===== src/rtl/opti_pkg.sv =====
// Shared constants, types and the Q2.22 -> Q1.15 round/saturate helper
// used by the opti output conditioning stage.
package opti_pkg;

    localparam int DATA_W      = 24;
    localparam int FRAC_IN     = 22;
    localparam int OUT_W       = 16;
    localparam int FRAC_OUT    = 15;
    localparam int ROUND_SHIFT = FRAC_IN - FRAC_OUT;

    localparam logic [OUT_W-1:0] OUT_MAX = 16'h7FFF;
    localparam logic [OUT_W-1:0] OUT_MIN = 16'h8000;

    // One guard bit on top of the input so the rounding bias cannot overflow
    localparam int EXT_W    = DATA_W + 1;
    localparam int SCALED_W = EXT_W - ROUND_SHIFT;

    // Half an output LSB expressed in input LSBs
    localparam logic signed [EXT_W-1:0] ROUND_BIAS = EXT_W'(1) <<< (ROUND_SHIFT - 1);

    // Output range limits sign-extended to the Q3.15 intermediate width
    localparam logic signed [SCALED_W-1:0] SCALED_MAX = {{(SCALED_W-OUT_W){1'b0}}, OUT_MAX};
    localparam logic signed [SCALED_W-1:0] SCALED_MIN = {{(SCALED_W-OUT_W){1'b1}}, OUT_MIN};

    // Result of one conversion: the clamped sample and whether clamping happened
    typedef struct packed {
        logic [OUT_W-1:0] value;
        logic             sat;
    } conv_t;

    // Contents of the registered conversion stage in front of the FIFO
    typedef struct packed {
        logic [OUT_W-1:0] data;
        logic             sat;
        logic             valid;
    } stage_t;

    // Round half up, drop the extra fraction bits, then clamp to Q1.15
    function automatic conv_t round_sat(input logic [DATA_W-1:0] din);
        logic signed [EXT_W-1:0]    ext;
        logic signed [EXT_W-1:0]    biased;
        logic signed [EXT_W-1:0]    shifted;
        logic signed [SCALED_W-1:0] scaled;
        conv_t                      res;
        ext     = $signed({din[DATA_W-1], din});
        biased  = ext + ROUND_BIAS;
        shifted = biased >>> ROUND_SHIFT;
        scaled  = shifted[SCALED_W-1:0];
        if (scaled > SCALED_MAX) begin
            res.value = OUT_MAX;
            res.sat   = 1'b1;
        end else if (scaled < SCALED_MIN) begin
            res.value = OUT_MIN;
            res.sat   = 1'b1;
        end else begin
            res.value = scaled[OUT_W-1:0];
            res.sat   = 1'b0;
        end
        return res;
    endfunction

endpackage


===== src/rtl/opti_sync_fifo.sv =====
// Show-ahead synchronous FIFO: the head word is always visible on rd_data,
// occupancy is tracked by an explicit level counter so pointers can wrap freely.
module opti_sync_fifo
    import opti_pkg::*;
#(
    parameter int DEPTH = 8,
    parameter int AW    = 3,
    parameter int W     = OUT_W
) (
    input  logic          clk,
    input  logic          rst_n,
    input  logic          wr_en,
    input  logic [W-1:0]  wr_data,
    output logic          wr_accept,
    input  logic          rd_en,
    output logic [W-1:0]  rd_data,
    output logic          rd_valid,
    output logic [AW:0]   level
);

    localparam logic [AW:0] FULL_LEVEL = (AW+1)'(DEPTH);

    logic [W-1:0]  mem [DEPTH];
    logic [AW-1:0] wr_ptr;
    logic [AW-1:0] rd_ptr;
    logic          empty;
    logic          full;
    logic          rd_fire;
    logic          wr_fire;

    // A full FIFO still takes a write when the head is being popped in the same cycle;
    // an empty FIFO can never pop, so a fresh write is not readable until the next cycle
    always_comb begin
        empty     = (level == '0);
        full      = (level == FULL_LEVEL);
        rd_fire   = rd_en && !empty;
        wr_fire   = wr_en && (!full || rd_fire);
        wr_accept = wr_fire;
        rd_valid  = !empty;
        rd_data   = empty ? '0 : mem[rd_ptr];
    end

    // Storage array carries no reset so it maps onto plain RAM/registers
    always_ff @(posedge clk) begin
        if (wr_fire) begin
            mem[wr_ptr] <= wr_data;
        end
    end

    // Pointer and occupancy bookkeeping; a reset drops everything buffered
    always_ff @(posedge clk or negedge rst_n) begin
        if (!rst_n) begin
            wr_ptr <= '0;
            rd_ptr <= '0;
            level  <= '0;
        end else begin
            if (wr_fire) begin
                wr_ptr <= wr_ptr + AW'(1);
            end
            if (rd_fire) begin
                rd_ptr <= rd_ptr + AW'(1);
            end
            case ({wr_fire, rd_fire})
                2'b10:   level <= level + (AW+1)'(1);
                2'b01:   level <= level - (AW+1)'(1);
                default: level <= level;
            endcase
        end
    end

endmodule


===== src/rtl/opti_out_stage.sv =====
// Output conditioning stage behind the IIR filter: rounds/saturates Q2.22 to
// Q1.15, buffers in a small FIFO and exposes a ready/valid stream with status.
module opti_out_stage
    import opti_pkg::*;
#(
    parameter int DEPTH = 8,
    parameter int AW    = 3,
    parameter int CNT_W = 16
) (
    input  logic              clk,
    input  logic              rst_n,
    input  logic [DATA_W-1:0] data_in,
    input  logic              valid_in,
    output logic [OUT_W-1:0]  m_data,
    output logic              m_valid,
    input  logic              m_ready,
    input  logic              clear,
    output logic              sat_flag,
    output logic              ovf_flag,
    output logic [CNT_W-1:0]  drop_cnt,
    output logic [CNT_W-1:0]  sat_cnt,
    output logic [AW:0]       level
);

    localparam logic [CNT_W-1:0] CNT_MAX = '1;

    conv_t  conv;
    stage_t stage;
    logic   wr_accept;
    logic   drop_evt;
    logic   sat_evt;

    // Combinational rounding and clamping of the incoming sample
    always_comb begin
        conv = round_sat(data_in);
    end

    // Conversion register; valid follows valid_in every cycle since the filter cannot stall
    always_ff @(posedge clk or negedge rst_n) begin
        if (!rst_n) begin
            stage <= '0;
        end else begin
            stage.data  <= conv.value;
            stage.sat   <= conv.sat;
            stage.valid <= valid_in;
        end
    end

    opti_sync_fifo #(
        .DEPTH (DEPTH),
        .AW    (AW),
        .W     (OUT_W)
    ) u_fifo (
        .clk       (clk),
        .rst_n     (rst_n),
        .wr_en     (stage.valid),
        .wr_data   (stage.data),
        .wr_accept (wr_accept),
        .rd_en     (m_ready),
        .rd_data   (m_data),
        .rd_valid  (m_valid),
        .level     (level)
    );

    // A staged sample the FIFO cannot take is lost; saturation counts whether or not it is kept
    always_comb begin
        drop_evt = stage.valid && !wr_accept;
        sat_evt  = stage.valid && stage.sat;
    end

    // Sticky flags and saturating event counters; clear takes priority over new events
    always_ff @(posedge clk or negedge rst_n) begin
        if (!rst_n) begin
            sat_flag <= 1'b0;
            ovf_flag <= 1'b0;
            drop_cnt <= '0;
            sat_cnt  <= '0;
        end else if (clear) begin
            sat_flag <= 1'b0;
            ovf_flag <= 1'b0;
            drop_cnt <= '0;
            sat_cnt  <= '0;
        end else begin
            if (drop_evt) begin
                ovf_flag <= 1'b1;
                if (drop_cnt != CNT_MAX) begin
                    drop_cnt <= drop_cnt + CNT_W'(1);
                end
            end
            if (sat_evt) begin
                sat_flag <= 1'b1;
                if (sat_cnt != CNT_MAX) begin
                    sat_cnt <= sat_cnt + CNT_W'(1);
                end
            end
        end
    end

endmodule


===== config.mk =====
export PLATFORM = sky130hd
export DESIGN_NAME = opti_out_stage
export DESIGN_NICKNAME = d
export VERILOG_FILES = /design/src/rtl/opti_pkg.sv /design/src/rtl/opti_sync_fifo.sv /design/src/rtl/opti_out_stage.sv
export SDC_FILE = /design/constraint.sdc
export NUM_CORES = 1
export LEC_CHECK = 0
export CAP_MARGIN = 10
export CORE_UTILIZATION = 45
export DETAILED_ROUTE_END_ITERATION = 16
export PLACE_DENSITY = 0.65
export SLEW_MARGIN = 30
export SYNTH_ARGS = -nofsm -noshare
export SYNTH_HDL_FRONTEND = slang
export SYNTH_SLANG_ARGS = --single-unit

===== constraint.sdc =====
create_clock -name clk -period 3.86 [get_ports clk]
set_input_delay 0.772 -clock clk [delete_from_list [all_inputs] [get_ports clk]]
set_output_delay 0.772 -clock clk [all_outputs]
set_load 0.05 [all_outputs]

==> results.json <==
{
  "grtUsageTotal_pct": 19.8,
  "drcViolationCount": 0,
  "htree_levels": 4,
  "synth_edf_count": 128,
  "max_freq_mhz": 285,
  "leakagePower_uw": 0.00371,
  "timing.rr.start": "u_fifo.level[2]",
  "tns_ps": 0,
  "dp_hpwl_um": 11900,
  "gp_congestion": 0.939,
  "grt_setup_unrepaired": "false",
  "comb_power_share_pct": 34.9,
  "grt_max_degree": 41,
  "synth_compound_area_share_pct": 5.36,
  "start_kind": "register",
  "cts_buffer_depth": 2,
  "cp_cell_sequence": "buf_4 > mux4_2 > mux2i_1 > nor2_1 > clkdlybuf4s50_1",
  "r2r_end": "u_fifo.level[3]",
  "initial_core_util_pct": 45.8,
  "dieWidth_um": 140,
  "port_buffers": 77,
  "synth_xor_area_share_pct": 4.40,
  "cts_tree": "yes",
  "synth_area_leader_cell": "edfxtp_1",
  "synth.area.top_cells": "edfxtp_1, dfrtp_1, mux4_2",
  "critPathArrivalTime_ps": 2740,
  "switching_share_pct": 36.3,
  "slew-limit-headroom_pct": 52.1,
  "muxShareOfSynthArea_pct": 11.1,
  "syn_area_mm2": 0.00856,
  "dr.first_iter.drc_count": 352,
  "clk_pin_slew_ps": 70,
  "overflow": 0,
  "antenna_found_initial": 0,
  "critPathRequiredTime_ps": 3090,
  "ctsHoldBuffers": 0,
  "synth_ff_type": "edfxtp_1",
  "synth_fa_ha_area_share_pct": 1.64,
  "max_cap_violations": 0,
  "post_cts_buffers": 0,
  "crit_type": "register to output port",
  "vias": 5314,
  "p_total_uw": 6870,
  "timing.critical_path.buf_inv": 2,
  "syn_inst": 608,
  "fin_crit_ps": 3510,
  "slew_violations": 0,
  "synth_top_family_by_area": "simple AND/OR/NAND/NOR gates",
  "clkPwrFrac_pct": 26.4,
  "synth-seq-cells": 190,
  "synth-seq-area-share_pct": 63.0,
  "ys_async_sr_fraction_pct": 32.6,
  "rr_worst_depth": 11,
  "syn_to_final_growth_pct": 20.8,
  "numCtsBuffers": 17,
  "hp-class": "input pin to asynchronous set/reset pin",
  "dr.pass1.iters": 4,
  "worst_slew_pin_slew_ps": 714,
  "synth_area_per_cell_um2": 14.1,
  "crit_fanout": 9,
  "grt_pass1_wl_um": 29100,
  "worstSkewPairLatency_ps": 440,
  "synth-simple-area-share_pct": 12.8,
  "ir_drop_uv": 423,
  "die_area_mm2": 0.0196,
  "r2r_slack_ps": 1270,
  "grt_pass1_vias": 5263,
  "cts_resized": 0,
  "final_hold_viol_count": 0,
  "routedWlPerCell_um": 19.0,
  "fin_cells": 946,
  "finalSetupViolCount": 0,
  "fin_nets": 737,
  "crit_slowest_cell": "clkdlybuf4s50_1",
  "finalCritPeriodShare_pct": 91.0,
  "powerDensity_mw_per_mm2": 664,
  "core_mm2": 0.0187,
  "fin_util_pct": 55.3,
  "intPower_uw": 4380,
  "status": "finished clean",
  "routed_wl_um": 18000,
  "fin_worst_skew_ps": 10.0,
  "ant_nets": 0,
  "p_sw_uw": 2490,
  "ioPinCount": 84,
  "vias_per_cell": 5.62,
  "drive_gt1_share_pct": 15.9,
  "synth.distinct_cells": 63,
  "yosysWarnings": 0,
  "slowest_delay_ps": 700,
  "critPathCaptureType": "output port",
  "fp.dieH_um": 140,
  "cts_sinks": 190,
  "clockRootBuffer": "clkbuf_16",
  "critical_path.top_delay_family": "buffers and inverters",
  "antenna_cells": 0,
  "synth_nets": 646,
  "synth_top_area_share_pct": 44.9,
  "dp_cells": 914,
  "fp-row-count": 50,
  "p_seq_share_pct": 38.7
}
==> per-stage QoR <==
step	instance area, um2	hold slack, ps	setup WS [ps]
6_report	10300	301	348
5_1_grt	10300	341	199
4_1_cts	10300	492	292
3_5_place_dp	9700	519	612
3_3_place_gp	9700	509	615
2_1_floorplan	8560	476	1090
==> sequential cells by signal (all words and copies together) (netlist names) <==
name and cells:
sat_flag 1, stage 18, drop_cnt 16, sat_cnt 16
u_fifo.rd_ptr 3, ovf_flag 1, u_fifo.wr_ptr 3, u_fifo.mem 128
u_fifo.level 4
==> metal layers <==
| metal | share of wire (%) | wire (um) | vias to the layer above | GRT usage [%] |
|---|---|---|---|---|
| met1 | 44 | 7940 | 2694 | 26.6 |
| met4 | 1.4 | 260 | 0 | 6.59 |
| li1 | - | - | 2484 | - |
| met3 | 3.7 | 663 | 20 | 3.42 |
| met2 | 51 | 9140 | 116 | 32.7 |
| met5 | 0 | 0 | - | 0 |
==> layout make-up <==
cell class | count | area, um2
clock buffer | 17 | 425
clock inverter | 15 | 214
fill | 1495 | 8360
inverter | 11 | 41.3
multi-input combinational | 382 | 3040
sequential | 190 | 5400
tap | 234 | 293
timing repair buffer | 97 | 931
==> worst max path at each step <==
| stage | startpoint | end | slack [ps] | cells after the start |
|---|---|---|---|---|
| final | u_fifo.rd_ptr[0] | m_data[3] | 350 | 5 |
| after global routing | u_fifo.rd_ptr[0] | m_data[3] | 200 | 5 |
| after CTS | u_fifo.rd_ptr[0] | m_data[3] | 290 | 5 |
| after detailed placement | m_ready | u_fifo.level[3] | 610 | 12 |
| after global placement | m_ready | u_fifo.level[3] | 610 | 12 |
| after floorplan | u_fifo.level[0] | u_fifo.mem[0][0] | 1090 | 5 |
==> placed cells by master (no fill, tap or decap), types with 2 or more instances in the layout <==
cell	netlist	final
edfxtp_1	128	128
clkdlybuf4s50_1	0	76
nor2_1	64	64
dfrtp_1	62	61
nand2_1	36	36
mux4_2	32	32
xnor2_1	29	29
a21oi_1	27	27
nand3_1	23	23
buf_4	0	20
mux2i_1	18	18
clkbuf_16	0	17
o21ai_0	14	14
xor2_1	14	14
nand4_1	13	13
inv_1	10	10
and4_1	8	8
and3_1	8	8
nor4_1	8	8
ha_1	8	8
clkinv_8	0	7
nor3_2	4	6
nor3_1	8	6
nor2b_1	5	5
o211ai_1	5	5
nand2b_1	5	5
and2_1	4	4
a211oi_1	4	4
nor4_4	2	3
a22oi_1	3	3
a21o_1	3	3
mux2_2	3	3
nand3_2	2	2
or3_1	2	2
maj3_1	2	2
inv_6	0	2
inv_8	0	2
==> cell families (layout without fill, tap and decap cells) <==
group                    count (synthesis)  after routing
AND/OR/NAND/NOR                        203            203
flip-flops                             190            190
adder cells (fa/ha/maj)                 11             11
buffers and inverters                   36            140
multiplexers                            54             54
XOR/XNOR                                43             43
AO/OA/AOI/OAI                           71             71
==> Yosys cell counts (2+ instances only) <==
library cell,number
mux2i_1,18
ha_1,8
buf_2,7
a22oi_1,3
nor2_1,64
buf_1,2
and2_1,4
nand3_1,23
mux2_2,3
inv_1,10
and4_1,8
dfrtp_1,62
nand4_1,13
a211oi_1,4
clkbuf_1,16
nand2_1,36
nor3_1,8
maj3_1,2
nor2b_1,5
or3_1,2
and3_1,8
edfxtp_1,128
nor3_2,4
xnor2_1,29
o211ai_1,5
nand3_2,2
mux4_2,32
xor2_1,14
nor4_4,2
a21o_1,3
o21ai_0,14
nor4_1,8
nand2b_1,5
a21oi_1,27
==> power groups by stage <==
stage,combinational [uW],clock [uW],sequential [uW]
2_1_floorplan,1640,0,2690
3_3_place_gp,2410,0,2680
3_5_place_dp,2430,0,2700
4_1_cts,2440,1850,2660
5_1_grt,2550,1930,2690
6_report,2400,1810,2650
Power figures use the tool's default switching activity.
